--- src/rtl/fpu_stack_pkg.sv ---
// Shared definitions for the x87-style register stack: tag encodings and field widths.
package fpu_stack_pkg;

  localparam int FP_W   = 80;
  localparam int EXP_W  = 15;
  localparam int MANT_W = 64;
  localparam int NREGS  = 8;

  localparam logic [EXP_W-1:0] EXP_ONES = 15'h7FFF;

  typedef enum logic [1:0] {
    TAG_VALID   = 2'b00,
    TAG_ZERO    = 2'b01,
    TAG_SPECIAL = 2'b10,
    TAG_EMPTY   = 2'b11
  } tag_t;

endpackage

--- src/rtl/fpu_register_stack_if.sv ---
// Command and observation bundle of the register stack; master drives commands, slave is the stack.
interface fpu_register_stack_if;

  logic        push;
  logic        pop;
  logic        inc_ptr;
  logic        dec_ptr;
  logic        free_reg;
  logic [2:0]  free_index;
  logic        init_stack;
  logic [79:0] data_in;
  logic [2:0]  write_reg;
  logic        write_enable;
  logic [2:0]  read_sel;
  logic [2:0]  read_reg;
  logic [79:0] read_data;
  logic [79:0] st0;
  logic [79:0] st1;
  logic [2:0]  stack_ptr;
  logic [15:0] tag_word;
  logic        stack_overflow;
  logic        stack_underflow;

  modport master (
    output push, pop, inc_ptr, dec_ptr, free_reg, free_index, init_stack,
           data_in, write_reg, write_enable, read_sel,
    input  read_reg, read_data, st0, st1, stack_ptr, tag_word,
           stack_overflow, stack_underflow
  );

  modport slave (
    input  push, pop, inc_ptr, dec_ptr, free_reg, free_index, init_stack,
           data_in, write_reg, write_enable, read_sel,
    output read_reg, read_data, st0, st1, stack_ptr, tag_word,
           stack_overflow, stack_underflow
  );

endinterface

--- src/rtl/fpu_tag_classifier.sv ---
// Combinational tag derivation for an 80-bit extended-precision value.
module fpu_tag_classifier
  import fpu_stack_pkg::*;
(
  input  logic [FP_W-1:0] i_data,
  output tag_t            o_tag
);

  logic [EXP_W-1:0]  w_exp;
  logic [MANT_W-1:0] w_mant;
  logic              w_unused_sign;

  assign w_exp         = i_data[FP_W-2 -: EXP_W];
  assign w_mant        = i_data[MANT_W-1:0];
  assign w_unused_sign = i_data[FP_W-1];

  // Denormals, unnormals (explicit integer bit clear) and NaN/Inf all tag as special.
  always_comb begin
    if (w_exp == '0 && w_mant == '0)
      o_tag = TAG_ZERO;
    else if (w_exp == EXP_ONES || w_exp == '0 || !w_mant[MANT_W-1])
      o_tag = TAG_SPECIAL;
    else
      o_tag = TAG_VALID;
  end

endmodule

--- src/rtl/fpu_register_stack.sv ---
// Eight 80-bit physical registers addressed relative to a wrapping TOP pointer, with per-register tags.
module fpu_register_stack
  import fpu_stack_pkg::*;
(
  input logic                 clk,
  input logic                 reset,
  fpu_register_stack_if.slave bus
);

  logic [FP_W-1:0] r_regs [NREGS];
  tag_t            r_tags [NREGS];
  logic [2:0]      r_top;
  logic            r_ovf;
  logic            r_unf;

  logic [2:0]  w_top_inc;
  logic [2:0]  w_top_dec;
  logic [2:0]  w_wr_idx;
  logic [2:0]  w_free_idx;
  logic [2:0]  w_rd_idx;
  tag_t        w_push_tag;
  tag_t        w_wr_tag;
  logic [15:0] w_tag_word;

  assign w_top_inc  = r_top + 3'd1;
  assign w_top_dec  = r_top - 3'd1;
  assign w_wr_idx   = r_top + bus.write_reg;
  assign w_free_idx = r_top + bus.free_index;
  assign w_rd_idx   = r_top + bus.read_sel;

  fpu_tag_classifier u_cls_push (.i_data(bus.data_in), .o_tag(w_push_tag));
  fpu_tag_classifier u_cls_wr   (.i_data(bus.data_in), .o_tag(w_wr_tag));

  always_comb begin
    w_tag_word = '0;
    for (int p = 0; p < NREGS; p++) w_tag_word[2*p +: 2] = r_tags[p];
  end

  // Later assignments win: pop and free_reg emptying a tag override a same-cycle write.
  always_ff @(posedge clk or posedge reset) begin
    if (reset) begin
      r_top <= '0;
      r_ovf <= 1'b0;
      r_unf <= 1'b0;
      for (int p = 0; p < NREGS; p++) begin
        r_regs[p] <= '0;
        r_tags[p] <= TAG_EMPTY;
      end
    end else if (bus.init_stack) begin
      r_top <= '0;
      r_ovf <= 1'b0;
      r_unf <= 1'b0;
      for (int p = 0; p < NREGS; p++) r_tags[p] <= TAG_EMPTY;
    end else begin
      r_ovf <= 1'b0;
      r_unf <= 1'b0;
      if (bus.write_enable && !bus.push) begin
        r_regs[w_wr_idx] <= bus.data_in;
        r_tags[w_wr_idx] <= w_wr_tag;
      end
      if (bus.push) begin
        r_top            <= w_top_dec;
        r_regs[w_top_dec] <= bus.data_in;
        r_tags[w_top_dec] <= w_push_tag;
        r_ovf            <= (r_tags[w_top_dec] != TAG_EMPTY);
      end else if (bus.pop) begin
        r_tags[r_top] <= TAG_EMPTY;
        r_top         <= w_top_inc;
        r_unf         <= (r_tags[r_top] == TAG_EMPTY);
      end else if (bus.inc_ptr) begin
        r_top <= w_top_inc;
      end else if (bus.dec_ptr) begin
        r_top <= w_top_dec;
      end
      if (bus.free_reg) r_tags[w_free_idx] <= TAG_EMPTY;
    end
  end

  assign bus.st0             = r_regs[r_top];
  assign bus.st1             = r_regs[w_top_inc];
  assign bus.read_reg        = w_rd_idx;
  assign bus.read_data       = r_regs[w_rd_idx];
  assign bus.stack_ptr       = r_top;
  assign bus.tag_word        = w_tag_word;
  assign bus.stack_overflow  = r_ovf;
  assign bus.stack_underflow = r_unf;

endmodule

--- src/flat_wrapper.sv ---
// flat-port wrapper written by rule: the top's interface ports become plain ports
module fpu_register_stack_flat import fpu_stack_pkg::*;
  (clk, reset, bus_push, bus_pop, bus_inc_ptr, bus_dec_ptr, bus_free_reg, bus_free_index, bus_init_stack, bus_data_in, bus_write_reg, bus_write_enable, bus_read_sel, bus_read_reg, bus_read_data, bus_st0, bus_st1, bus_stack_ptr, bus_tag_word, bus_stack_overflow, bus_stack_underflow);
  fpu_register_stack_if bus_i ();
  input logic clk;
  input logic reset;
  input wire logic [$bits(bus_i.push)-1:0] bus_push;
  input wire logic [$bits(bus_i.pop)-1:0] bus_pop;
  input wire logic [$bits(bus_i.inc_ptr)-1:0] bus_inc_ptr;
  input wire logic [$bits(bus_i.dec_ptr)-1:0] bus_dec_ptr;
  input wire logic [$bits(bus_i.free_reg)-1:0] bus_free_reg;
  input wire logic [$bits(bus_i.free_index)-1:0] bus_free_index;
  input wire logic [$bits(bus_i.init_stack)-1:0] bus_init_stack;
  input wire logic [$bits(bus_i.data_in)-1:0] bus_data_in;
  input wire logic [$bits(bus_i.write_reg)-1:0] bus_write_reg;
  input wire logic [$bits(bus_i.write_enable)-1:0] bus_write_enable;
  input wire logic [$bits(bus_i.read_sel)-1:0] bus_read_sel;
  output wire logic [$bits(bus_i.read_reg)-1:0] bus_read_reg;
  output wire logic [$bits(bus_i.read_data)-1:0] bus_read_data;
  output wire logic [$bits(bus_i.st0)-1:0] bus_st0;
  output wire logic [$bits(bus_i.st1)-1:0] bus_st1;
  output wire logic [$bits(bus_i.stack_ptr)-1:0] bus_stack_ptr;
  output wire logic [$bits(bus_i.tag_word)-1:0] bus_tag_word;
  output wire logic [$bits(bus_i.stack_overflow)-1:0] bus_stack_overflow;
  output wire logic [$bits(bus_i.stack_underflow)-1:0] bus_stack_underflow;
  assign bus_i.push = bus_push;
  assign bus_i.pop = bus_pop;
  assign bus_i.inc_ptr = bus_inc_ptr;
  assign bus_i.dec_ptr = bus_dec_ptr;
  assign bus_i.free_reg = bus_free_reg;
  assign bus_i.free_index = bus_free_index;
  assign bus_i.init_stack = bus_init_stack;
  assign bus_i.data_in = bus_data_in;
  assign bus_i.write_reg = bus_write_reg;
  assign bus_i.write_enable = bus_write_enable;
  assign bus_i.read_sel = bus_read_sel;
  assign bus_read_reg = bus_i.read_reg;
  assign bus_read_data = bus_i.read_data;
  assign bus_st0 = bus_i.st0;
  assign bus_st1 = bus_i.st1;
  assign bus_stack_ptr = bus_i.stack_ptr;
  assign bus_tag_word = bus_i.tag_word;
  assign bus_stack_overflow = bus_i.stack_overflow;
  assign bus_stack_underflow = bus_i.stack_underflow;
  fpu_register_stack u_core (.clk(clk), .reset(reset), .bus(bus_i));
endmodule
--- config.mk ---
export PLATFORM = sky130hd
export DESIGN_NAME = fpu_register_stack_flat
export DESIGN_NICKNAME = d
export VERILOG_FILES = /design/src/rtl/fpu_stack_pkg.sv /design/src/rtl/fpu_register_stack_if.sv /design/src/rtl/fpu_tag_classifier.sv /design/src/rtl/fpu_register_stack.sv /design/src/flat_wrapper.sv
export SDC_FILE = /design/constraint.sdc
export NUM_CORES = 2
export LEC_CHECK = 0
export BUFFER_PORTS_ARGS = -buffer_cell sky130_fd_sc_hd__buf_2
export CAP_MARGIN = 10
export CORE_MARGIN = 2
export CORE_UTILIZATION = 55
export DETAILED_ROUTE_END_ITERATION = 7
export PLACE_DENSITY = 0.78
export SYNTH_ARGS = -nofsm -noshare
export SYNTH_HDL_FRONTEND = slang
export SYNTH_SLANG_ARGS = --single-unit
--- constraint.sdc ---
create_clock -name clk -period 20.1 [get_ports clk]
set_input_delay 3.015 -clock clk [delete_from_list [all_inputs] [get_ports clk]]
set_output_delay 3.015 -clock clk [all_outputs]
set_load 0.05 [all_outputs]
==> run metrics <==
status=finished with violations; violated checks=DRC; vias in the first global route=30100; Setup CP Type=input pin to output pin; syn_nets=2957; fin util=0.625; Yosys warnings=0; mux contribution to synthesized area=0.462; Crit. End Element=output pin; main combinational cell family by area after synthesis=multiplexers; met1 Usage GRT=0.450; depth of the most critical reg-to-reg path=7; H-tree depth=3; register area share after synthesis=0.415; Starting Density=0.557; DRT iter0 DRCs=3222; M2 GR Usage=0.521; setup TNS=0 ps; min-delay src=u_core.bus.tag_word[10]; Critical R2R Capture=u_core.r_regs[226]; Crit Path Max Fanout=56; Synth area leaders=dfrtp_1 (40%), mux2_2 (18%), mux4_2 (14%); synthesized cell area=39900 µm²; post-synthesis xor/xnor area fraction=0.00361; Routed WL=128000 µm; Compound-Gate Fraction of Synth Area=0.0608; Worst Tran Pin Value=1290 ps; final worst path period share=0.549; DR vias=29300; Syn Inst Count=2851; Fin Clk Skew=18.9 ps; first-pass GRT wire length=191000 µm; Post-synth EDFFs=0; Setup violations, final=0; hold_buf cts=0; met3 Use GR=0.0944; Post-CTS Resized=0; max-slew violations=0; pwr dens=189 nW/µm²; Pwr Total=8.47 mW; final hold viol count=0; commonest non-fill, non-tap cell in the layout=mux2_2; LEAKAGE=18.7 nW; Synth Flop Type=dfrtp_1; Synth async-reset ratio=1.00; Synth area leader=dfrtp_1; Routed Antenna Nets=0; most frequent cells in the layout=mux2_2 (653), dfrtp_1 (644), mux2i_1 (473), buf_2 (361), mux4_2 (248); mean area per synthesized cell=14.0 µm²; worst path arrival time=8010 ps; worst skew pair latency=620 ps; Tmin final=11030 ps; Max Cap Viol=0; flop2flop setup slack=15540 ps; post-CTS setup buffers=0; GP Congestion=0.862; Seq cells post-synth=661; Final #Nets=3179; die height=273 µm; core area=71600 µm²; library cells used by synthesis=51; maximum vdd drop=151 µV; share of the synthesized area in the top cell type=0.405; drt drc=11; type of origin of the critical path=input pin; Clock Tree Root=clkbuf_16; Final HPWL DP=72900 µm; Die Width=273 µm; fillers=5325; I/O pin cnt=362; Worst Hold Class=register to register; total clock buffers created by CTS=76; Worst slew margin=0.142; simple-gate share of the synthesized area=0.0223; Die ar.=74700 µm²; share of cells above drive strength 1=0.474; Critical Path RT=17090 ps; RSZ-0062 raised after global routing=false; CTS sink count=661; clock buffer depth=3; WL per Instance=31.2 µm; hold slack=509 ps; Vias per Instance=7.18; largest net degree at the start of global routing=187; Rows=98; cell area after layout=44700 µm²; Adder-Cell Fraction of Synth Area=0.00307; initial antenna violation count=15; Clock transition at path regs=60 ps; first drt pass iteration count=8; overall routing resource usage=0.338; Worst Hold End=u_core.bus.tag_word[10]; Most Crowded Layer GR=met2; Area Growth Syn to Fin=12.1%; f_max=90.7 MHz; Port-buffer cells=361; Reg-to-Reg Start=u_core.bus.stack_ptr[0]; CTS tree=done; global route overflow=0; Placed Area=42200 µm²; hold-critical path depth=2
synthesized netlist by cell type, types with 20 or more instances:
cell	number
mux2_1	68
mux4_2	248
nor2_1	94
clkbuf_1	71
buf_2	122
mux2_2	653
nand2_1	35
a221oi_1	89
o22a_1	78
buf_1	39
mux2i_1	473
o221ai_1	78
nor4_1	20
dfrtp_1	645
worst max-delay path, stage by stage:
cell and delay (ps):
buf_2 120, ha_4 150, fa_4 420, xnor2_1 230, xnor2_2 190, buf_4 890, buf_4 840, buf_4 840
mux4_2 360, nor2_1 50, a221oi_1 470, buf_2 360
layout make-up:
type | count | area, µm² | area share
multi-input cells | 1924 | 22200 | 0.496
flip-flops and latches | 661 | 16600 | 0.370
clock buffers | 112 | 2290 | 0.0512
repair buffers | 405 | 2190 | 0.0489
well taps | 950 | 1190 | 0.0266
clock inverters | 23 | 278 | 0.00621
inverters | 5 | 27.5 | 0.000615
diodes | 7 | 17.5 | 0.000392
registers in the layout, summed over array words and instances (netlist names):
name	flops
u_core.r_regs	640
u_core.bus.tag_word	16
u_core.bus.stack_ptr	3
u_core.bus.stack_underflow	1
u_core.bus.stack_overflow	1
how the worst max path moves through the flow:
stage | from | end
finish | bus_read_sel[0] | bus_read_data[24]
global route | bus_read_sel[0] | bus_read_data[24]
CTS | bus_read_sel[0] | bus_read_data[24]
floorplan | reset | u_core.bus.stack_overflow
detailed placement | bus_read_sel[0] | bus_read_data[24]
global placement | bus_read_sel[0] | bus_read_data[38]
where the power goes:
part / total (mW) / internal, mW / switching, mW
Combinational: 4.32 / 1.76 / 2.56
Clock: 1.44 / 0.865 / 0.572
Sequential: 2.71 / 1.99 / 0.724
Total: 8.47 / 4.61 / 3.86
metrics by stage:
stage / instances / setup WS, ps
after global routing: 4083 / 9030
after global placement: 3945 / 9260
after CTS: 4080 / 9210
after floorplan: 2851 / 8060
final: 4087 / 9070
after detailed placement: 3945 / 9230
cells by family after synthesis:
family / Yosys count
adder cells (fa/ha/maj): 8
multiplexers: 1442
AND/OR/NAND/NOR: 189
flip-flops: 661
AO/OA/AOI/OAI: 272
buffers and inverters: 266
XOR/XNOR: 13
layer usage:
metal | wire (µm) | part of all wire
met1 | 49200 | 0.39
met2 | 59000 | 0.46
met3 | 13900 | 0.11
met4 | 5460 | 0.043
met5 | 129 | 0.0010
Note: power is estimated with default switching activity, not from simulation.
